File: config.mk
export PLATFORM = sky130hd
export DESIGN_NAME = raster_scheduler_flat
export DESIGN_NICKNAME = d
export VERILOG_FILES = /design/src/rtl/raster_scheduler_if.sv /design/src/rtl/raster_scheduler.sv /design/src/flat_wrapper.sv
export SDC_FILE = /design/constraint.sdc
export NUM_CORES = 1
export LEC_CHECK = 0
export BUFFER_PORTS_ARGS = -buffer_cell sky130_fd_sc_hd__buf_2
export CAP_MARGIN = 20
export CORE_ASPECT_RATIO = 0.6
export CORE_MARGIN = 5
export CORE_UTILIZATION = 62
export DETAILED_ROUTE_END_ITERATION = 10
export GPL_TIMING_DRIVEN = 0
export PLACE_DENSITY_LB_ADDON = 0.15
export RECOVER_POWER = 50
export SLEW_MARGIN = 20
export SYNTH_ARGS = -nofsm -noshare
export SYNTH_HDL_FRONTEND = slang
export SYNTH_SLANG_ARGS = --single-unit
File: constraint.sdc
create_clock -name clk -period 21.3 [get_ports clk]
set_clock_uncertainty 0.1 [all_clocks]
set_input_delay 3.195 -clock clk [delete_from_list [all_inputs] [get_ports clk]]
set_output_delay 3.195 -clock clk [all_outputs]
set_load 0.01 [all_outputs]
File: src/rtl/raster_scheduler_if.sv
// Bundles the triangle input, rasterizer and frame-buffer signals of raster_scheduler.
// The slave modport is the scheduler's view; master is the environment's.
interface raster_scheduler_if;
  logic         tri_valid;
  logic         tri_ready;
  logic [229:0] tri_data;
  logic         clear_req;
  logic [7:0]   clear_color;
  logic [229:0] r_tri;
  logic         r_start;
  logic         r_done;
  logic         r_we;
  logic [7:0]   r_din;
  logic [16:0]  r_addr;
  logic         fb_we;
  logic [7:0]   fb_din;
  logic [16:0]  fb_addr;
  logic         busy;
  logic [15:0]  tri_count;
  logic         wdog_err;

  modport slave (
    input  tri_valid, tri_data, clear_req, clear_color, r_done, r_we, r_din, r_addr,
    output tri_ready, r_tri, r_start, fb_we, fb_din, fb_addr, busy, tri_count, wdog_err
  );

  modport master (
    output tri_valid, tri_data, clear_req, clear_color, r_done, r_we, r_din, r_addr,
    input  tri_ready, r_tri, r_start, fb_we, fb_din, fb_addr, busy, tri_count, wdog_err
  );
endinterface

File: src/rtl/raster_scheduler.sv
// Triangle FIFO + sequencer for the rasterizer, owning the frame-buffer port with a clear engine.
// Optional WAIT watchdog enabled by defining RASTER_WATCHDOG_EN.
module raster_scheduler #(
  parameter int unsigned DEPTH       = 4,
  parameter int unsigned FB_WORDS    = 76800,
  parameter int unsigned WDOG_CYCLES = 1048576
) (
  input  logic                  clk,
  input  logic                  rst,
  raster_scheduler_if.slave     bus
);

  localparam int unsigned PtrW = $clog2(DEPTH);

  typedef enum logic [2:0] {StIdle, StLoad, StStart, StWait, StClear} state_e;

  state_e state_q, state_d;

  logic [229:0]    mem_q [DEPTH];
  logic [PtrW-1:0] wr_ptr_q, rd_ptr_q;
  logic [PtrW:0]   cnt_q;
  logic            full, empty, push, pop;

  logic [229:0] r_tri_q;
  logic [15:0]  tri_count_q;
  logic         clear_pend_q;
  logic [7:0]   clr_color_q;
  logic [16:0]  clr_cnt_q;
  logic         enter_clear;
  logic         clr_last;
  logic         wdog_hit;

  assign full        = (cnt_q == (PtrW + 1)'(DEPTH));
  assign empty       = (cnt_q == '0);
  assign push        = bus.tri_valid && !full;
  assign pop         = (state_q == StLoad);
  assign enter_clear = (state_q == StIdle) && clear_pend_q;
  assign clr_last    = (clr_cnt_q == 17'(FB_WORDS - 1));

  // FIFO storage carries no reset; only pointers and occupancy matter after reset.
  always_ff @(posedge clk) begin
    if (push) mem_q[wr_ptr_q] <= bus.tri_data;
  end

  always_ff @(posedge clk or posedge rst) begin
    if (rst) begin
      wr_ptr_q <= '0;
      rd_ptr_q <= '0;
      cnt_q    <= '0;
    end else begin
      if (push) wr_ptr_q <= wr_ptr_q + 1'b1;
      if (pop)  rd_ptr_q <= rd_ptr_q + 1'b1;
      case ({push, pop})
        2'b10:   cnt_q <= cnt_q + 1'b1;
        2'b01:   cnt_q <= cnt_q - 1'b1;
        default: cnt_q <= cnt_q;
      endcase
    end
  end

  always_ff @(posedge clk or posedge rst) begin
    if (rst) state_q <= StIdle;
    else     state_q <= state_d;
  end

  always_comb begin
    state_d = state_q;
    unique case (state_q)
      StIdle: begin
        if (clear_pend_q) state_d = StClear;
        else if (!empty)  state_d = StLoad;
      end
      StLoad:  state_d = StStart;
      StStart: state_d = StWait;
      StWait:  if (bus.r_done || wdog_hit) state_d = StIdle;
      StClear: if (clr_last) state_d = StIdle;
      default: state_d = StIdle;
    endcase
  end

  always_ff @(posedge clk or posedge rst) begin
    if (rst) begin
      r_tri_q      <= '0;
      tri_count_q  <= '0;
      clear_pend_q <= 1'b0;
      clr_color_q  <= '0;
      clr_cnt_q    <= '0;
    end else begin
      if (state_q == StLoad) r_tri_q <= mem_q[rd_ptr_q];
      if (state_q == StWait && bus.r_done) tri_count_q <= tri_count_q + 1'b1;
      // Requests landing on the entry cycle merge into the clear being started.
      if (enter_clear)        clear_pend_q <= 1'b0;
      else if (bus.clear_req) clear_pend_q <= 1'b1;
      if (enter_clear) begin
        clr_color_q <= bus.clear_color;
        clr_cnt_q   <= '0;
      end else if (state_q == StClear) begin
        clr_cnt_q <= clr_cnt_q + 1'b1;
      end
    end
  end

`ifdef RASTER_WATCHDOG_EN
  logic [31:0] wdog_cnt_q;
  logic        wdog_err_q;

  assign wdog_hit = (state_q == StWait) && !bus.r_done && (wdog_cnt_q == 32'(WDOG_CYCLES - 1));

  always_ff @(posedge clk or posedge rst) begin
    if (rst) begin
      wdog_cnt_q <= '0;
      wdog_err_q <= 1'b0;
    end else begin
      if (state_q == StStart)     wdog_cnt_q <= '0;
      else if (state_q == StWait) wdog_cnt_q <= wdog_cnt_q + 1'b1;
      if (wdog_hit) wdog_err_q <= 1'b1;
    end
  end

  assign bus.wdog_err = wdog_err_q;
`else
  assign wdog_hit     = 1'b0;
  assign bus.wdog_err = 1'b0;
`endif

  always_comb begin
    bus.tri_ready = !full;
    bus.r_tri     = r_tri_q;
    bus.r_start   = (state_q == StStart);
    bus.tri_count = tri_count_q;
    bus.busy      = (state_q != StIdle) || !empty || clear_pend_q;
    if (state_q == StClear) begin
      bus.fb_we   = 1'b1;
      bus.fb_din  = clr_color_q;
      bus.fb_addr = clr_cnt_q;
    end else begin
      bus.fb_we   = bus.r_we;
      bus.fb_din  = bus.r_din;
      bus.fb_addr = bus.r_addr;
    end
  end

endmodule

File: src/flat_wrapper.sv
// flat-port wrapper written by rule: the top's interface ports become plain ports
module raster_scheduler_flat 
#(
  parameter int unsigned DEPTH       = 4,
  parameter int unsigned FB_WORDS    = 76800,
  parameter int unsigned WDOG_CYCLES = 1048576
)
  (clk, rst, bus_tri_valid, bus_tri_data, bus_clear_req, bus_clear_color, bus_r_done, bus_r_we, bus_r_din, bus_r_addr, bus_tri_ready, bus_r_tri, bus_r_start, bus_fb_we, bus_fb_din, bus_fb_addr, bus_busy, bus_tri_count, bus_wdog_err);
  raster_scheduler_if bus_i ();
  input  logic clk;
  input  logic rst;
  input wire logic [$bits(bus_i.tri_valid)-1:0] bus_tri_valid;
  input wire logic [$bits(bus_i.tri_data)-1:0] bus_tri_data;
  input wire logic [$bits(bus_i.clear_req)-1:0] bus_clear_req;
  input wire logic [$bits(bus_i.clear_color)-1:0] bus_clear_color;
  input wire logic [$bits(bus_i.r_done)-1:0] bus_r_done;
  input wire logic [$bits(bus_i.r_we)-1:0] bus_r_we;
  input wire logic [$bits(bus_i.r_din)-1:0] bus_r_din;
  input wire logic [$bits(bus_i.r_addr)-1:0] bus_r_addr;
  output wire logic [$bits(bus_i.tri_ready)-1:0] bus_tri_ready;
  output wire logic [$bits(bus_i.r_tri)-1:0] bus_r_tri;
  output wire logic [$bits(bus_i.r_start)-1:0] bus_r_start;
  output wire logic [$bits(bus_i.fb_we)-1:0] bus_fb_we;
  output wire logic [$bits(bus_i.fb_din)-1:0] bus_fb_din;
  output wire logic [$bits(bus_i.fb_addr)-1:0] bus_fb_addr;
  output wire logic [$bits(bus_i.busy)-1:0] bus_busy;
  output wire logic [$bits(bus_i.tri_count)-1:0] bus_tri_count;
  output wire logic [$bits(bus_i.wdog_err)-1:0] bus_wdog_err;
  assign bus_i.tri_valid = bus_tri_valid;
  assign bus_i.tri_data = bus_tri_data;
  assign bus_i.clear_req = bus_clear_req;
  assign bus_i.clear_color = bus_clear_color;
  assign bus_i.r_done = bus_r_done;
  assign bus_i.r_we = bus_r_we;
  assign bus_i.r_din = bus_r_din;
  assign bus_i.r_addr = bus_r_addr;
  assign bus_tri_ready = bus_i.tri_ready;
  assign bus_r_tri = bus_i.r_tri;
  assign bus_r_start = bus_i.r_start;
  assign bus_fb_we = bus_i.fb_we;
  assign bus_fb_din = bus_i.fb_din;
  assign bus_fb_addr = bus_i.fb_addr;
  assign bus_busy = bus_i.busy;
  assign bus_tri_count = bus_i.tri_count;
  assign bus_wdog_err = bus_i.wdog_err;
  raster_scheduler #(.DEPTH(DEPTH), .FB_WORDS(FB_WORDS), .WDOG_CYCLES(WDOG_CYCLES)) u_core (.clk(clk), .rst(rst), .bus(bus_i));
endmodule
# Yosys cells after proc, flatten, opt, wreduce, memory -nomap -nowiden
# Memories as Yosys holds them, arrays and structs flattened. A register that Yosys moved wholly into a read port is not among the register bits.
# Cells that the tools add are included.
dict set report op_classes {
  n_addsub 6
  shifts 0
  bitwise 0
  eq_ne 11
  div_mod_pow 0
  n_reduce_logical 14
  multipliers 0
  muxes 15
  order_cmp 0
}
# op n
set ops {}
lappend ops {{two-way mux 17 bit} 3}
lappend ops {{adder 17 x 1 -> 17 bit (second input constant)} 1}
lappend ops {{== test 17 bit (second input constant)} 1}
lappend ops {{adder 16 x 1 -> 16 bit (second input constant)} 1}
lappend ops {{case mux 3 bit (5 select lines)} 1}
lappend ops {{two-way mux 3 bit} 4}
lappend ops {{two-way mux 8 bit} 1}
lappend ops {{== test 3 x 2 -> 1 bit (second input constant)} 2}
lappend ops {{== test 3 bit (second input constant)} 2}
lappend ops {{logical NOT 3 bit} 2}
lappend ops {{case mux 3 bit (2 select lines)} 1}
lappend ops {{nonzero test 2 bit} 3}
lappend ops {{two-way mux 1 bit} 5}
lappend ops {{adder 2 x 1 -> 2 bit (second input constant)} 2}
lappend ops {{adder 3 x 1 -> 3 bit (second input constant)} 1}
lappend ops {{== test 3 x 1 -> 1 bit (second input constant)} 1}
lappend ops {{logical AND 1 bit} 3}
lappend ops {{!= test 3 bit (second input constant)} 1}
lappend ops {{AND reduction 3 bit} 1}
lappend ops {{nonzero test 3 bit} 1}
lappend ops {{subtractor 3 x 1 -> 3 bit (second input constant)} 1}
lappend ops {{== test 2 x 1 -> 1 bit (second input constant)} 1}
lappend ops {{== test 2 bit (second input constant)} 1}
lappend ops {{logical NOT 1 bit} 2}
lappend ops {{3 further kinds} 4}
dict set report totals {
  inputBits 269
  elab_cells 55
  mem_bits_ro 0
  latch_bits 0
  ff_bits 52
  output_inout_bits 276
  ram_bits 920
  n_memories 1
}
# memory depth width rd rd_clocked_by_memory_dff write_ports line_no
set memory_table {}
lappend memory_table {u_core.mem_q 4 230 1 1 1 raster_scheduler.sv:19} ;# logic [229:0] mem_q [DEPTH];

# Logic depth before layout (Yosys ltp)
dict set report depth {
  ltp_word 5
  mapped_depth 11
  ltp_nobuf 10
}

# Least setup slack after synthesis
# OpenSTA, ideal clock, no wires.
dict set report synth_path {
  path_type {input -> register}
  startpoint {input bus_tri_valid}
  endpoint {memory u_core.mem_q[0][0], enable pin}
  t_required_ns 20.578
  setup_ns 0.622
  t_arrival_ns 8.466
  n_path_buf 0
  setup_slack_ns 12.112
  cell_stages 1
  cell_sequence {and3_1}
}
dict set report synth_between {
  elab_chain_len 3
}
# element line_no
set synth_lines {}
lappend synth_lines {{start: declaration} flat_wrapper.sv:12} ;# input wire logic [$bits(bus_i.tri_valid)-1:0] bus_tri_valid;
lappend synth_lines {{logical AND 1 bit} raster_scheduler.sv:35} ;# assign push = bus.tri_valid && !full;
lappend synth_lines {{two-way mux 1 bit} raster_scheduler.sv:42} ;# if (push) mem_q[wr_ptr_q] <= bus.tri_data;
lappend synth_lines {{two-way mux 1 bit (implied by the code)} raster_scheduler.sv:42}
lappend synth_lines {{end: declaration} raster_scheduler.sv:19}
# No other way between the ends.

==> impl_metrics.yaml <==
clock_tree:
  postCtsSetupBuffers: 0
  cts_buffer_depth: 3
  cts_sinks: 1202
  root_buffer: "clkbuf_16"
  clk_pin_slew_worst_paths_ns: 0.06
  insertion_delay_ns: 0.66
  cts_tree: "done"
  cts_resized: 0
  h-tree-depth: 3
  cts_hold_buf: 0
  numCtsBuffers: 102
synthesis:
  ys_types: 46
  syn_nets: 2274
  synth_edf_count: 920
  yosysSeqAreaShare_pct: 78.2
  avgSynthCellArea_um2: 22.2
  syn-cell-area_um2: 44300
  synthTopCellsByCount: "edfxtp_1, dfrtp_1, mux2_2, mux4_2, nand2_1"
  synthTopCellsByArea: "edfxtp_1, dfrtp_1, mux4_2"
  synthFlopType: "edfxtp_1"
  yosysMostFrequentCell: "edfxtp_1"
  yosys.area.top_type: "edfxtp_1"
  yosysWarnings: 0
  synthCells: 1997
  netlist.area_leader.share_pct: 62.3
  async_flop_share_pct: 23.5
  synth-seq-cells: 1202
sta:
  max_freq_ghz: 0.116
  slew_headroom_pct: -231
  final_max_slew_viol_count: 121
  worst_pin_slew_ns: 4.97
  finalSetupTns_ns: 0
  hold_viol: 0
  finalCriticalPeriod_ns: 8.59
  setup_viol: 0
  fin_crit_sh_pct: 40.3
  grt_setup_unrepaired: "false"
final_layout:
  nNetsFinal: 2948
  fillers: 4118
  seqCellArea_um2: 34700
  drive_above_1_share_pct: 35.8
  multiInputGateArea_um2: 9180
  synthToLayoutAreaGrowth_pct: 17.1
  final_util_pct: 73.8
  stdcell_area_um2: 51900
global_routing:
  grt_pass1_vias: 23267
  grtUsageTotal_pct: 25.1
  grt_pass1_wl_um: 144000
  gr-total-overflow: 0
  grt_start_max_net_pins: 83
  grt_antenna_before_repair: 30
worst_hold_path:
  min_from: "u_core.bus.r_tri[61]"
  min_to: "u_core.bus.r_tri[61]"
  hp-class: "reg -> reg"
  min_delay_path_depth: 1
die:
  die_w_um: 355
  rows: 75
  die_h_um: 217
  dieArea_um2: 77100
  top_level_ports: 545
  coreArea_um2: 70400
  initial_core_util_pct: 63.0
pwr:
  power.leakage_uw: 0.0185
  p_per_area_nw_per_um2: 144
  total_power_uw: 7460
  ir_drop_mv: 0.0913
run:
  cap_violations: 2
critical_path:
  start_kind: "primary input"
  reg2reg_slack_ns: 16.66
  end_kind: "asynchronous set/reset pin"
  cp.required_ns: 20.78
  cp_num_buf_inv: 3
  cp_slowest_cell: "clkbuf_1"
  path_cells: "buf_2 > clkinvlp_2 > clkbuf_1"
  rr_endpoint: "u_core.cnt_q[2]"
  crit_arrival_ns: 8.07
  r2r_start: "u_core.state_q[1]"
  ff2ff_path_depth: 11
  path_max_fanout: 77
  cp_top_family: "buffers and inverters"
  critPathKind: "in -> async"
  cp_slowest_stage_delay_ns: 3.55
outcome:
  failed_checks: "max-capacitance violations, max-slew violations"
  outcome: "finished with violations"
routing:
  wl_per_cell_um: 26.0
  dr_total_vias: 21859
  first_pass_iters: 6
  antenna_left: 0
  drtIter0Drc: 1709
  drt-vias-per-instance: 5.91
  wirelength_um: 96100
  drc: 0
placement:
  dp_hpwl_um: 62900
  dpl-instance-area_um2: 48900
  place.gp.congestion: 0.795
  io_buffers: 543
cell families after synthesis:
group | share of synthesized area (%)
flops | 78.2
mux | 18.0
simple gates | 1.81
buf+inv | 1.04
compound gates | 0.285
xor+xnor | 0.415
fa+ha+maj | 0.243
other cells | 0.00846
layer usage:
| metal | GRT usage, % | vias up | share of wire [%] |
|---|---|---|---|
| met5 | 0 | - | 0.21 |
| met4 | 8.27 | 32 | 2.8 |
| met3 | 6.09 | 190 | 6.4 |
| met2 | 42.0 | 686 | 52 |
| met1 | 33.4 | 11544 | 39 |
| li1 | - | 9407 | - |
stage by stage:
| step | hold slack, ns | cells | setup slack [ns] |
|---|---|---|---|
| 4_1_cts | 0.399 | 3684 | 14.43 |
| 3_5_place_dp | 0.386 | 3491 | 14.43 |
| 3_3_place_gp | 0.356 | 3464 | 5.08 |
| 6_report | 0.399 | 3698 | 12.71 |
| 2_1_floorplan | 0.359 | 1997 | 10.23 |
| 5_1_grt | 0.413 | 3694 | 11.57 |
state kept, by name, indices dropped and copies added, names as in the netlist:
| register | count |
|---|---|
| u_core.bus.r_tri | 230 |
| u_core.bus.tri_count | 16 |
| u_core.clear_pend_q | 1 |
| u_core.clr_cnt_q | 17 |
| u_core.clr_color_q | 8 |
| u_core.cnt_q | 3 |
| u_core.mem_q | 920 |
| u_core.rd_ptr_q | 2 |
| u_core.state_q | 3 |
| u_core.wr_ptr_q | 2 |
cell type report:
| type | count | share of cell area, % |
|---|---|---|
| Antenna cell | 14 | 0.0675 |
| Sequential cell | 1202 | 66.8 |
| Tap cell | 924 | 2.23 |
| Timing Repair Buffer | 570 | 5.89 |
| Buffer | 92 | 0.759 |
| Inverter | 10 | 0.0747 |
| Clock inverter | 48 | 1.07 |
| Multi-Input combinational cell | 693 | 17.7 |
| Clock buffer | 145 | 5.42 |
worst max-delay path by stage:
stage	startpoint	endpoint	cells past startpoint
after floorplan	rst	u_core.bus.r_tri[0]	1
after global placement	rst	u_core.bus.r_tri[165]	2
after detailed placement	bus_r_din[0]	bus_fb_din[0]	4
after CTS	bus_r_din[0]	bus_fb_din[0]	4
after global routing	rst	u_core.bus.r_tri[50]	3
final	rst	u_core.bus.r_tri[86]	3
power by group:
group          switching, uW  leakage [uW]  total (uW)  internal (uW)
Sequential               211        0.0118        3390           3180
Clock                    814       0.00165        1860           1050
Combinational           1170       0.00500        2210           1050
Total                   2190        0.0185        7460           5270
worst register-to-register path: stages, from the launching register on:
cell      delay, ns
dfrtp_1        0.37
clkbuf_1       0.21
nor3b_1        0.33
clkbuf_1       0.96
clkbuf_1       0.66
clkbuf_1       0.69
ha_1           0.33
inv_1          0.07
fa_1           0.38
xor2_1         0.18
nor2_1         0.14
xor2_1         0.16
placed cells by master, fill, tap and decap left out, drive strengths merged, types with 8 or more instances in the layout:
cell type,Yosys,layout
edfxtp,920,920
clkbuf,36,438
buf,56,369
dfrtp,282,282
mux2,239,239
mux4,230,230
nand2,99,99
clkinv,0,34
diode,0,14
xnor2,14,14
nand3,12,12
inv,10,12
nand4,11,11
o21ai,11,11
bufinv,0,10
mux2i,9,9
nor2,9,9
and3,8,8
Note: power is estimated with default switching activity, not from simulation.
